### config.mk
export PLATFORM = sky130hd
export DESIGN_NAME = ccff_chain_loader
export DESIGN_NICKNAME = d
export VERILOG_FILES = /design/src/rtl/ccff_chain_loader.sv
export SDC_FILE = /design/constraint.sdc
export NUM_CORES = 1
export LEC_CHECK = 0
export BUFFER_PORTS_ARGS = -buffer_cell sky130_fd_sc_hd__buf_2
export CAP_MARGIN = 0
export CORE_MARGIN = 4
export CORE_UTILIZATION = 45
export DETAILED_ROUTE_END_ITERATION = 6
export GPL_ROUTABILITY_DRIVEN = 0
export PLACE_DENSITY = 0.67
export SYNTH_ARGS = -nofsm -noshare
export SYNTH_HDL_FRONTEND = slang
export SYNTH_SLANG_ARGS = --single-unit
### constraint.sdc
create_clock -name prog_clk -period 2.19 [get_ports prog_clk]
set_input_delay 0.3285 -clock prog_clk [delete_from_list [all_inputs] [get_ports prog_clk]]
set_output_delay 0.3285 -clock prog_clk [all_outputs]
set_load 0.01 [all_outputs]
### src/rtl/ccff_chain_loader.sv
// ccff_chain_loader: bit-serial loader for a configuration flip-flop chain.
// Words from a valid/ready stream are shifted MSB first into ccff_head,
// gated by config_enable.
// Optional readback with a CRC check is enabled by the macro
// CCFF_LOADER_READBACK_EN.
// Ports:
//   prog_clk, pReset_n                  clock, async active-low reset
//   start                               load request, sampled in IDLE
//   s_valid, s_ready, s_data            configuration word stream
//   ccff_head, config_enable, ccff_tail chain ends
//   busy, done, crc_err                 status
module ccff_chain_loader #(
    parameter int DATA_W    = 16,
    parameter int CHAIN_LEN = 64
) (
    input  logic              prog_clk,
    input  logic              pReset_n,
    input  logic              start,
    input  logic              s_valid,
    output logic              s_ready,
    input  logic [DATA_W-1:0] s_data,
    output logic              ccff_head,
    output logic              config_enable,
    input  logic              ccff_tail,
    output logic              busy,
    output logic              done,
    output logic              crc_err
);

    localparam int CW    = $clog2(CHAIN_LEN + 1);
    localparam int BW    = $clog2(DATA_W + 1);
    localparam int WORDS = (CHAIN_LEN + DATA_W - 1) / DATA_W;
    localparam int WW    = $clog2(WORDS + 1);

    localparam logic [1:0] S_IDLE   = 2'd0;
    localparam logic [1:0] S_LOAD   = 2'd1;
    localparam logic [1:0] S_VERIFY = 2'd2;
    localparam logic [1:0] S_DONE   = 2'd3;

    logic [1:0]        state_q, state_d;
    logic [DATA_W-1:0] buf_q, buf_d;
    logic [BW-1:0]     bits_q, bits_d;
    logic [WW-1:0]     words_q, words_d;
    logic [CW-1:0]     cnt_q, cnt_d;
    logic              head_q, head_d;
    logic              en_q, en_d;

    logic in_load;
    logic last;
    logic xfer;
    logic shift;
    logic nbit;

    // A word may land while the final buffered bit is being consumed,
    // so ready is open with one bit left as well as when empty.
    always_comb begin
        in_load = (state_q == S_LOAD);
        last    = (cnt_q == CW'(CHAIN_LEN));
        s_ready = in_load
                && (bits_q <= BW'(1))
                && (words_q < WW'(WORDS));
        xfer    = s_valid && s_ready;
        shift   = in_load && !last
                && ((bits_q != '0) || xfer);
        // Empty buffer: take the MSB of the incoming word directly.
        nbit    = (bits_q != '0) ? buf_q[DATA_W-1]
                                 : s_data[DATA_W-1];
    end

    always_comb begin
        state_d = state_q;
        buf_d   = buf_q;
        bits_d  = bits_q;
        words_d = words_q;
        cnt_d   = cnt_q;
        head_d  = head_q;
        en_d    = 1'b0;
        unique case (state_q)
            S_IDLE: begin
                if (start) begin
                    state_d = S_LOAD;
                    bits_d  = '0;
                    words_d = '0;
                    cnt_d   = '0;
                end
            end
            S_LOAD: begin
                if (shift) begin
                    head_d = nbit;
                    en_d   = 1'b1;
                    cnt_d  = cnt_q + CW'(1);
                end
                if (xfer) begin
                    words_d = words_q + WW'(1);
                    if (bits_q == '0) begin
                        buf_d  = s_data << 1;
                        bits_d = BW'(DATA_W - 1);
                    end else begin
                        buf_d  = s_data;
                        bits_d = BW'(DATA_W);
                    end
                end else if (shift) begin
                    buf_d  = buf_q << 1;
                    bits_d = bits_q - BW'(1);
                end
                // The last registered shift is on the chain this cycle;
                // leftover low bits of a partial word are dropped here.
                if (last) begin
                    cnt_d  = '0;
                    bits_d = '0;
`ifdef CCFF_LOADER_READBACK_EN
                    state_d = S_VERIFY;
`else
                    state_d = S_DONE;
`endif
                end
            end
            S_VERIFY: begin
                cnt_d = cnt_q + CW'(1);
                if (cnt_q == CW'(CHAIN_LEN - 1)) begin
                    state_d = S_DONE;
                end
            end
            S_DONE: begin
                state_d = S_IDLE;
            end
            default: begin
                state_d = S_IDLE;
            end
        endcase
    end

    always_ff @(posedge prog_clk or negedge pReset_n) begin
        if (!pReset_n) begin
            state_q <= S_IDLE;
            buf_q   <= '0;
            bits_q  <= '0;
            words_q <= '0;
            cnt_q   <= '0;
            head_q  <= 1'b0;
            en_q    <= 1'b0;
        end else begin
            state_q <= state_d;
            buf_q   <= buf_d;
            bits_q  <= bits_d;
            words_q <= words_d;
            cnt_q   <= cnt_d;
            head_q  <= head_d;
            en_q    <= en_d;
        end
    end

    assign busy = (state_q != S_IDLE);
    assign done = (state_q == S_DONE);

`ifdef CCFF_LOADER_READBACK_EN
    logic [15:0] crc_in_q, crc_in_d;
    logic [15:0] crc_out_q, crc_out_d;
    logic        err_q, err_d;
    logic        vfy;

    // CRC-16-CCITT, MSB-first, one bit per call.
    function automatic logic [15:0] crc_step(
        input logic [15:0] c,
        input logic        b
    );
        return {c[14:0], 1'b0}
             ^ ((c[15] ^ b) ? 16'h1021 : 16'h0000);
    endfunction

    always_comb begin
        vfy       = (state_q == S_VERIFY);
        crc_in_d  = crc_in_q;
        crc_out_d = crc_out_q;
        err_d     = err_q;
        if ((state_q == S_IDLE) && start) begin
            crc_in_d  = 16'hFFFF;
            crc_out_d = 16'hFFFF;
            err_d     = 1'b0;
        end
        if (shift) begin
            crc_in_d = crc_step(crc_in_q, nbit);
        end
        if (vfy) begin
            crc_out_d = crc_step(crc_out_q, ccff_tail);
            if (cnt_q == CW'(CHAIN_LEN - 1)) begin
                err_d = (crc_in_q != crc_out_d);
            end
        end
    end

    always_ff @(posedge prog_clk or negedge pReset_n) begin
        if (!pReset_n) begin
            crc_in_q  <= 16'hFFFF;
            crc_out_q <= 16'hFFFF;
            err_q     <= 1'b0;
        end else begin
            crc_in_q  <= crc_in_d;
            crc_out_q <= crc_out_d;
            err_q     <= err_d;
        end
    end

    // Recirculate tail to head so one full pass leaves the chain intact.
    assign ccff_head     = vfy ? ccff_tail : head_q;
    assign config_enable = en_q | vfy;
    assign crc_err       = err_q;
`else
    logic unused_tail;
    assign unused_tail   = ccff_tail;
    assign ccff_head     = head_q;
    assign config_enable = en_q;
    assign crc_err       = 1'b0;
`endif

endmodule

# == Yosys cells after proc, flatten, opt, wreduce, memory -nomap -nowiden ==
# Index checks and enable logic that the tools add are counted.
# totals
reg_bits,35
output_inout_bits,6
word_cells,66
# op_classes
addsub,3
order_cmp,2
eq_ne,11
muxes,23
reduce_logical,20
# op_table
operator,n
2-to-1 mux 16 bit,3
2-to-1 mux 5 bit,5
2-to-1 mux 7 bit,3
case mux 7 bit (3 select lines),1
AND reduction 3 bit,4
case mux 5 bit (2 select lines),1
case mux 2 bit (4 select lines),1
adder 7 x 1 -> 7 bit (second input constant),1
== test 7 x 6 -> 1 bit (second input constant),1
== test 7 bit (second input constant),1
2-to-1 mux 2 bit,3
2-to-1 mux 3 bit,2
case mux 3 bit (2 select lines),1
nonzero test 2 bit,3
less-or-equal comparator 5 x 1 -> 1 bit (second input constant),1
logical AND 1 bit,5
zero test 5 bit,1
nonzero test 5 bit,1
subtractor 5 x 1 -> 5 bit (second input constant),1
== test 2 bit (second input constant),2
inequality test 2 x 1 -> 1 bit (second input constant),2
inequality test 2 bit (second input constant),2
inequality test 4 x 1 -> 1 bit (second input constant),1
AND reduction 2 bit,2
9 further kinds,11

# == Depth between registers and ports, before layout ==
# Gate-level depths: netlist of the first run.
# logic_depth
ltp_word,10
mapped_depth,10
mapped_depth_nobuf,7

# == Worst setup path after synthesis of the first run ==
# OpenSTA, ideal clock, no wires.
# synth_path
path_type,register -> register
from,register state_q[1]
to,register cnt_q[2]
setup_time_ns,0.121
t_arrival_ns,2.055
required_ns,2.069
path_slack_ns,0.014
path_stages_with_launch,10
n_path_buf,2
path_cell_list,dfrtp_1 inv_1 ha_1 buf_4 nand3b_1 or2_2 clkbuf_1 a311oi_4 o21ai_1 a22o_1
# synth_between
elab_chain_len,8
word_cells_on_any_way,14
cone_classes,eq/ne: 4; mux: 1; reduce/logical: 9
# synth_lines
element,line_no,source
start: declaration,40,"logic [1:0] state_q, state_d;"
start signal: assignment,143,state_q <= state_d;
== test 2 x 1 -> 1 bit,"57, 78",
logical AND 1 bit,60,&& (bits_q <= BW'(1))
logical AND 1 bit,61,&& (words_q < WW'(WORDS));
logical AND 1 bit,62,xfer = s_valid && s_ready;
logical OR 1 bit,64,&& ((bits_q != '0) || xfer);
logical AND 1 bit,64,
inequality test 3 x 1 -> 1 bit (no source line),--,
AND reduction 3 bit (no source line),--,
end signal: assignment,147,cnt_q <= cnt_d;
end: declaration,44,"logic [CW-1:0] cnt_q, cnt_d;"
# Parallel ways exist; a longest one is shown, timed or not.
# A chain may end at the register's enable or synchronous reset.

# == Worst setup path in the final report of the first run ==
# layout_path
from,register cnt_q[5]
to,register cnt_q[2]
# layout_between
elab_chain_len,6
word_cells_on_any_way,8
cone_classes,eq/ne: 2; mux: 2; reduce/logical: 4
# layout_lines
element,line_no,source
== test 7 bit *,58,last = (cnt_q == CW'(CHAIN_LEN));
zero test 1 bit,63,shift = in_load && !last
logical AND 1 bit,63,
logical AND 1 bit,64,
inequality test 3 x 1 -> 1 bit (no source line),--,
AND reduction 3 bit (no source line),--,
# Mark *: on every way between the ends. The rest lies on a longest branch, timed or not.

==> impl_metrics.csv, run 1 <==
group,metric,value,unit
drt,drt_wl_total,4320,um
clock_tree,clock-sinks,35,
placement,dpl.hpwl,3070,um
layout,register_area,876,um2
timing,finalSetupTns,0,ns
timing,setup_viol,0,
pwr,p_total,3.67,mW
layout,syn2layout_area_growth,14.1,%
layout,final_cells,315,
job,maxCapViolCount,0,
global_route,antenna_found_initial,0,
timing,min_period_over_period,0.963,
timing,worstMarginPinSlew,0.790,ns
timing,maxSlewHeadroom,0.473,
clock_tree,clk_pin_slew,0.08,ns
placement,port_buffers,24,
critical_path,end_kind,"register",
hold_path,hp-class,"input port to async pin",
die,core_area,4790,um2
timing,rsz0062_at_grt,"false",
drt,avgViaCountPerCell,5.23,
layout,multiInputGateArea,1250,um2
clock_tree,cts_buffer_depth,2,
layout,final_layout_size_suffix_gt1_frac,0.302,
global_route,grt_pass1_vias,1611,
synth,synth-seq-cells,35,
synth,synth_area_per_cell,10.5,um2
drt,route.antenna.remaining_nets,0,
critical_path,cp-startpoint,"cnt_q[5]",
layout,diodes,0,
clock_tree,clockRootBuffer,"clkbuf_8",
pwr,p_leak,1.28,nW
timing,max_clock_freq,474,MHz
timing,fin_crit,2.11,ns
die,ios,27,
layout,layout_commonest_cell,"dfrtp_1",
global_route,grt_max_degree,36,
drt,drcViolationCount,0,
timing,final_hold_viol_count,0,
run_status,status,"completed",
critical_path,rr_startpoint,"cnt_q[5]",
layout,fin_nets,279,
pwr,vdd_drop_max,821,uV
layout,postLayoutCellArea,2560,um2
placement,place_area,2440,um2
die,fp-row-count,25,
clock_tree,cts_tree,"built",
critical_path,critPathLaunchType,"register",
layout,fillCellCount,432,
drt,first_iter_violations,78,
critical_path,cp.required,2.37,ns
drt,num_vias,1648,
drt,drt_pass1_iterations,4,
critical_path,worstPathArrival,2.29,ns
critical_path,worstSetupPathType,"register to register",
layout,layout_common_cells,"dfrtp_1, buf_2, nand2_1",
global_route,gr-total-overflow,0,
synth,syn_nets,246,
critical_path,cp_max_fo,8,
clock_tree,cts.htree.levels,2,
drt,wl_per_cell,13.7,um
pwr,p_per_area,1430,nW/um2
synth,yosysWarningCount,0,
die,die_area,6180,um2
global_route,grt_pass1_wl,7510,um
timing,maxSlewViolCount,0,
clock_tree,clk_latency,0.29,ns
synth,synth.distinct_cells,50,
global_route,track_usage,0.152,
die,die_w,78.6,um
synth,seq_area_frac_synth,0.390,
synth,synth.cell_area,2240,um2
die,die_h,78.6,um
timing,fin_worst_skew,0.00968,ns
synth,synth_cells,214,
placement,dp.cells,305,
die,start_util,0.469,
clock_tree,cts_made_buffers,5,
## repair_timing
action                                  CTS  global route
buffers inserted                          0             2
gates resized for setup                   0             4
endpoints found under the setup margin    0            20
hold buffers                              0             0
## synthesized netlist by cell type (all sizes together)
master / count / share of area
mux2i: 17 / 0.076
and3: 3 / 0.0084
ha: 11 / 0.061
o21bai: 1 / 0.0033
conb: 1 / 0.0017
o22ai: 1 / 0.0028
a31oi: 1 / 0.0028
nor2: 10 / 0.017
nor4: 1 / 0.0028
o221ai: 1 / 0.0067
inv: 12 / 0.020
nor3: 1 / 0.0022
nand2: 20 / 0.033
a311oi: 1 / 0.012
o21a: 1 / 0.0033
o41ai: 1 / 0.0039
nand3: 2 / 0.0045
o32ai: 1 / 0.0039
nor2b: 4 / 0.011
a22o: 5 / 0.020
nand2b: 1 / 0.0028
clkbuf: 2 / 0.0033
o2bb2ai: 1 / 0.0039
nand3b: 1 / 0.0033
or2: 1 / 0.0028
a22oi: 1 / 0.0033
dfrtp: 35 / 0.39
or3: 2 / 0.010
mux2: 16 / 0.095
o22a: 2 / 0.0078
and2b: 1 / 0.0045
a21o: 4 / 0.013
a211oi: 2 / 0.0067
a32oi: 1 / 0.0039
nor4b: 1 / 0.011
a21oi: 7 / 0.016
o2111ai: 1 / 0.0039
o21ba: 1 / 0.0045
o21ai: 29 / 0.075
or4: 2 / 0.0084
buf: 8 / 0.035
## layout make-up
type                    instances  area share
clock buffers                   5      0.0269
clock inverters                 3     0.00782
inverters                      12      0.0176
multi-input cells             157       0.489
flip-flops and latches         35       0.342
well taps                      67      0.0327
repair buffers                 36      0.0836
## registers in the layout (all words and copies together), names as in the netlist
name	cells
words_q	3
bits_q	5
state_q	2
buf_q	16
ccff_head	1
config_enable	1
cnt_q	7
## metal layers
| metal | vias up | track usage | share of wire |
|---|---|---|---|
| li1 | 835 | - | - |
| met2 | 28 | 0.222 | 0.43 |
| met4 | 0 | 0.0472 | 0.011 |
| met3 | 5 | 0.0390 | 0.040 |
| met5 | - | 0 | 0 |
| met1 | 780 | 0.218 | 0.52 |
## path summary, 6_finish.rpt
path | to | slack [ns] | cells after the start
worst max-delay path | cnt_q[2] | 0.08 | 5
worst min-delay path | buf_q[15] | 0.13 | 1
worst max register to register | cnt_q[2] | 0.08 | 5
worst min register to register | buf_q[7] | 0.51 | 1
max in group asynchronous | words_q[1] | 1.57 | 1
min in group prog_clk | buf_q[0] | 0.31 | 3
## cells by family after synthesis
kind of cell,after synthesis,synth area share
AOI/OAI and AO/OA,62,0.196
buffers and inverters,22,0.0580
adders and majority gates,11,0.0613
other,1,0.00167
DFF,35,0.390
muxes,33,0.171
and+or+nand+nor,50,0.122
## critical path, stage by stage (launching register included)
cell      delay, ns
dfrtp_1        0.42
or4_4          0.56
o21a_2         0.26
a311oi_4       0.38
o21ai_1        0.13
a22o_1         0.25
## metrics by stage
step	utilization	setup slack [ns]	hold slack, ns
3_5_place_dp	0.509	0.0437	0.463
4_1_cts	0.528	0.0320	0.145
3_3_place_gp	0.509	0.0809	0.454
6_report	0.535	0.0801	0.125
2_1_floorplan	-	0.0138	0.0329
5_1_grt	0.535	0.00497	0.177
## power breakdown
part	switching, mW	internal [mW]	total (mW)
logic	1.14	1.07	2.21
clock network	0.244	0.221	0.465
registers	0.132	0.860	0.992
(Power assumes the default switching activity.)
==> run 2, diff against run 1 <==
- CORE_UTILIZATION: 45 -> 26
- PLACE_DENSITY: 0.67 -> unset
- REMOVE_ABC_BUFFERS: unset -> 1
==> run 2 against run 1 <==
Compared with the run above:
- highest routed layer unchanged
- setup slack improved by 0.016 ns
- maximum frequency rose by 0.78%
- critical path type unchanged
- largest power group unchanged
- sequential power hardly changed
==> impl_metrics.csv, run 2 (synthesis results as in run 1) <==
group,metric,value,unit
timing,finalSetupTns,0,ns
placement,dpl.hpwl,3210,um
timing,whs,0.109,ns
drt,drt_pass1_iterations,4,
timing,maxSlewViolCount,0,
job,maxCapViolCount,0,
pwr,switching_share,0.407,
timing,fin_crit,2.09,ns
global_route,antenna_found_initial,0,
pwr,internal_power,2.22,mW
die,fp-row-count,33,
pwr,p_per_area,1420,nW/um2
timing,setup_viol,0,
critical_path,critPathLaunchType,"register",
clock_tree,cts_made_buffers,5,
critical_path,worstPathArrival,2.27,ns
global_route,track_usage,0.0941,
drt,wl_per_cell,12.6,um
global_route,grt_pass1_vias,1609,
clock_tree,clk_pin_slew,0.08,ns
critical_path,end_kind,"register",
clock_tree,clk_latency,0.29,ns
layout,top_register,"buf_q",
layout,final_util,0.319,
critical_path,worstSetupPathType,"register to register",
clock_tree,cts_buffer_depth,2,
layout,layout_common_cells,"dfrtp_1, buf_2, nand2_1",
pwr,switching_power,1.53,mW
placement,dp.cells,343,
pwr,vdd_drop_max,667,uV
pwr,clkPwrFrac,0.126,
pwr,combPwrFrac,0.607,
die,start_util,0.270,
timing,maxSlewHeadroom,0.487,
critical_path,path_delay_family,"simple AND/OR/NAND/NOR gates",
drt,drt_wl_total,4490,um
layout,largest_reg_flops,16,
critical_path,cp_max_fo,31,
die,die_area,10200,um2
drt,drcViolationCount,0,
global_route,grt_pass1_wl,7680,um
die,die_h,101,um
clock_tree,cts_tree,"built",
global_route,gr-total-overflow,0,
pwr,p_seq_frac,0.267,
critical_path,crit_chain,"inv_1, ha_1, nand3b_1, or3_4, buf_4, nand2_1, o21ai_0, mux2_2",
timing,worstMarginPinSlew,0.770,ns
hold_path,hp-class,"input port to async pin",
global_route,grt_max_degree,36,
layout,syn2layout_area_growth,18.0,%
critical_path,rr_worst_depth,8,
critical_path,rr_startpoint,"state_q[1]",
clock_tree,clock-sinks,35,
drt,route.antenna.remaining_nets,0,
timing,max_clock_freq,478,MHz
placement,port_buffers,24,
layout,final_cells,356,
timing,final_hold_viol_count,0,
critical_path,max_stage_delay,0.43,ns
die,core_area,8300,um2
layout,fin_nets,282,
drt,num_vias,1670,
layout,fillCellCount,866,
layout,diodes,0,
die,die_w,101,um
critical_path,cp.required,2.37,ns
clock_tree,clockRootBuffer,"clkbuf_8",
timing,min_period_over_period,0.956,
drt,first_iter_violations,45,
clock_tree,cts_hold_buf,0,
layout,final_layout_size_suffix_gt1_frac,0.315,
layout,layout_commonest_cell,"dfrtp_1",
drt,avgViaCountPerCell,4.69,
critical_path,r2r_end,"buf_q[7]",
timing,rsz0062_at_grt,"true",
critical_path,cp_num_buf_inv,2,
die,ios,27,
run_status,status,"completed",
pwr,p_leak,1.30,nW
clock_tree,cts.htree.levels,2,
layout,reg.largest.list,"buf_q x16, cnt_q x7, bits_q x5",
critical_path,slowest_stage,"dfrtp_1",
timing,fin_worst_skew,0.00135,ns
critical_path,reg2reg_slack,0.1,ns
==> run 2: how the worst max path moves through the flow <==
stage / from / endpoint / slack (ns) / cells after the start
after floorplan: bits_q[0] / bits_q[2] / -0.33 / 7
after global placement: cnt_q[5] / cnt_q[2] / 0.08 / 5
after detailed placement: state_q[1] / cnt_q[2] / 0.06 / 7
after CTS: state_q[1] / s_ready / 0.05 / 6
after global routing: state_q[1] / s_ready / -0.02 / 6
final: state_q[1] / buf_q[7] / 0.1 / 8
==> run 2: timing repair <==
item | CTS | global route
buffers inserted | 0 | 5
gates resized for setup | 0 | 6
endpoints found under the setup margin | 0 | 17
==> run 2: stage by stage <==
stage	area [um2]	total power [mW]	setup slack, ns
final	2650	3.75	0.0964
after global placement	2480	3.10	0.0844
after floorplan	2160	2.59	-0.330
after global routing	2650	4.09	-0.0183
after CTS	2570	3.63	0.0481
after detailed placement	2480	3.13	0.0588
==> run 2: metal layers <==
layer	global-route usage	wire (um)	part of all wire	vias up
li1	-	-	-	840
met1	0.128	2300	0.51	798
met2	0.146	1980	0.44	30
met3	0.0249	190	0.042	2
met4	0.0276	19	0.0042	0
met5	0	0	0	-
==> run 2: power by group through the flow <==
| stage | Sequential, mW | Clock (mW) | Combinational, mW |
|---|---|---|---|
| finish | 1.00 | 0.473 | 2.27 |
| global route | 1.03 | 0.537 | 2.53 |
| CTS | 1.00 | 0.497 | 2.13 |
| detailed placement | 1.01 | 0 | 2.12 |
| global placement | 1.00 | 0 | 2.10 |
| floorplan | 1.01 | 0 | 1.59 |
==> run 2: area by class of cell <==
type / instances / area (um2) / share of cell area
clock inverter: 3 / 20.0 / 0.00756
clock buffer: 5 / 68.8 / 0.0260
timing repair buffer: 39 / 245 / 0.0926
inverter: 12 / 45.0 / 0.0170
sequential: 35 / 876 / 0.331
multi-input combinational: 157 / 1260 / 0.476
tap: 105 / 131 / 0.0496
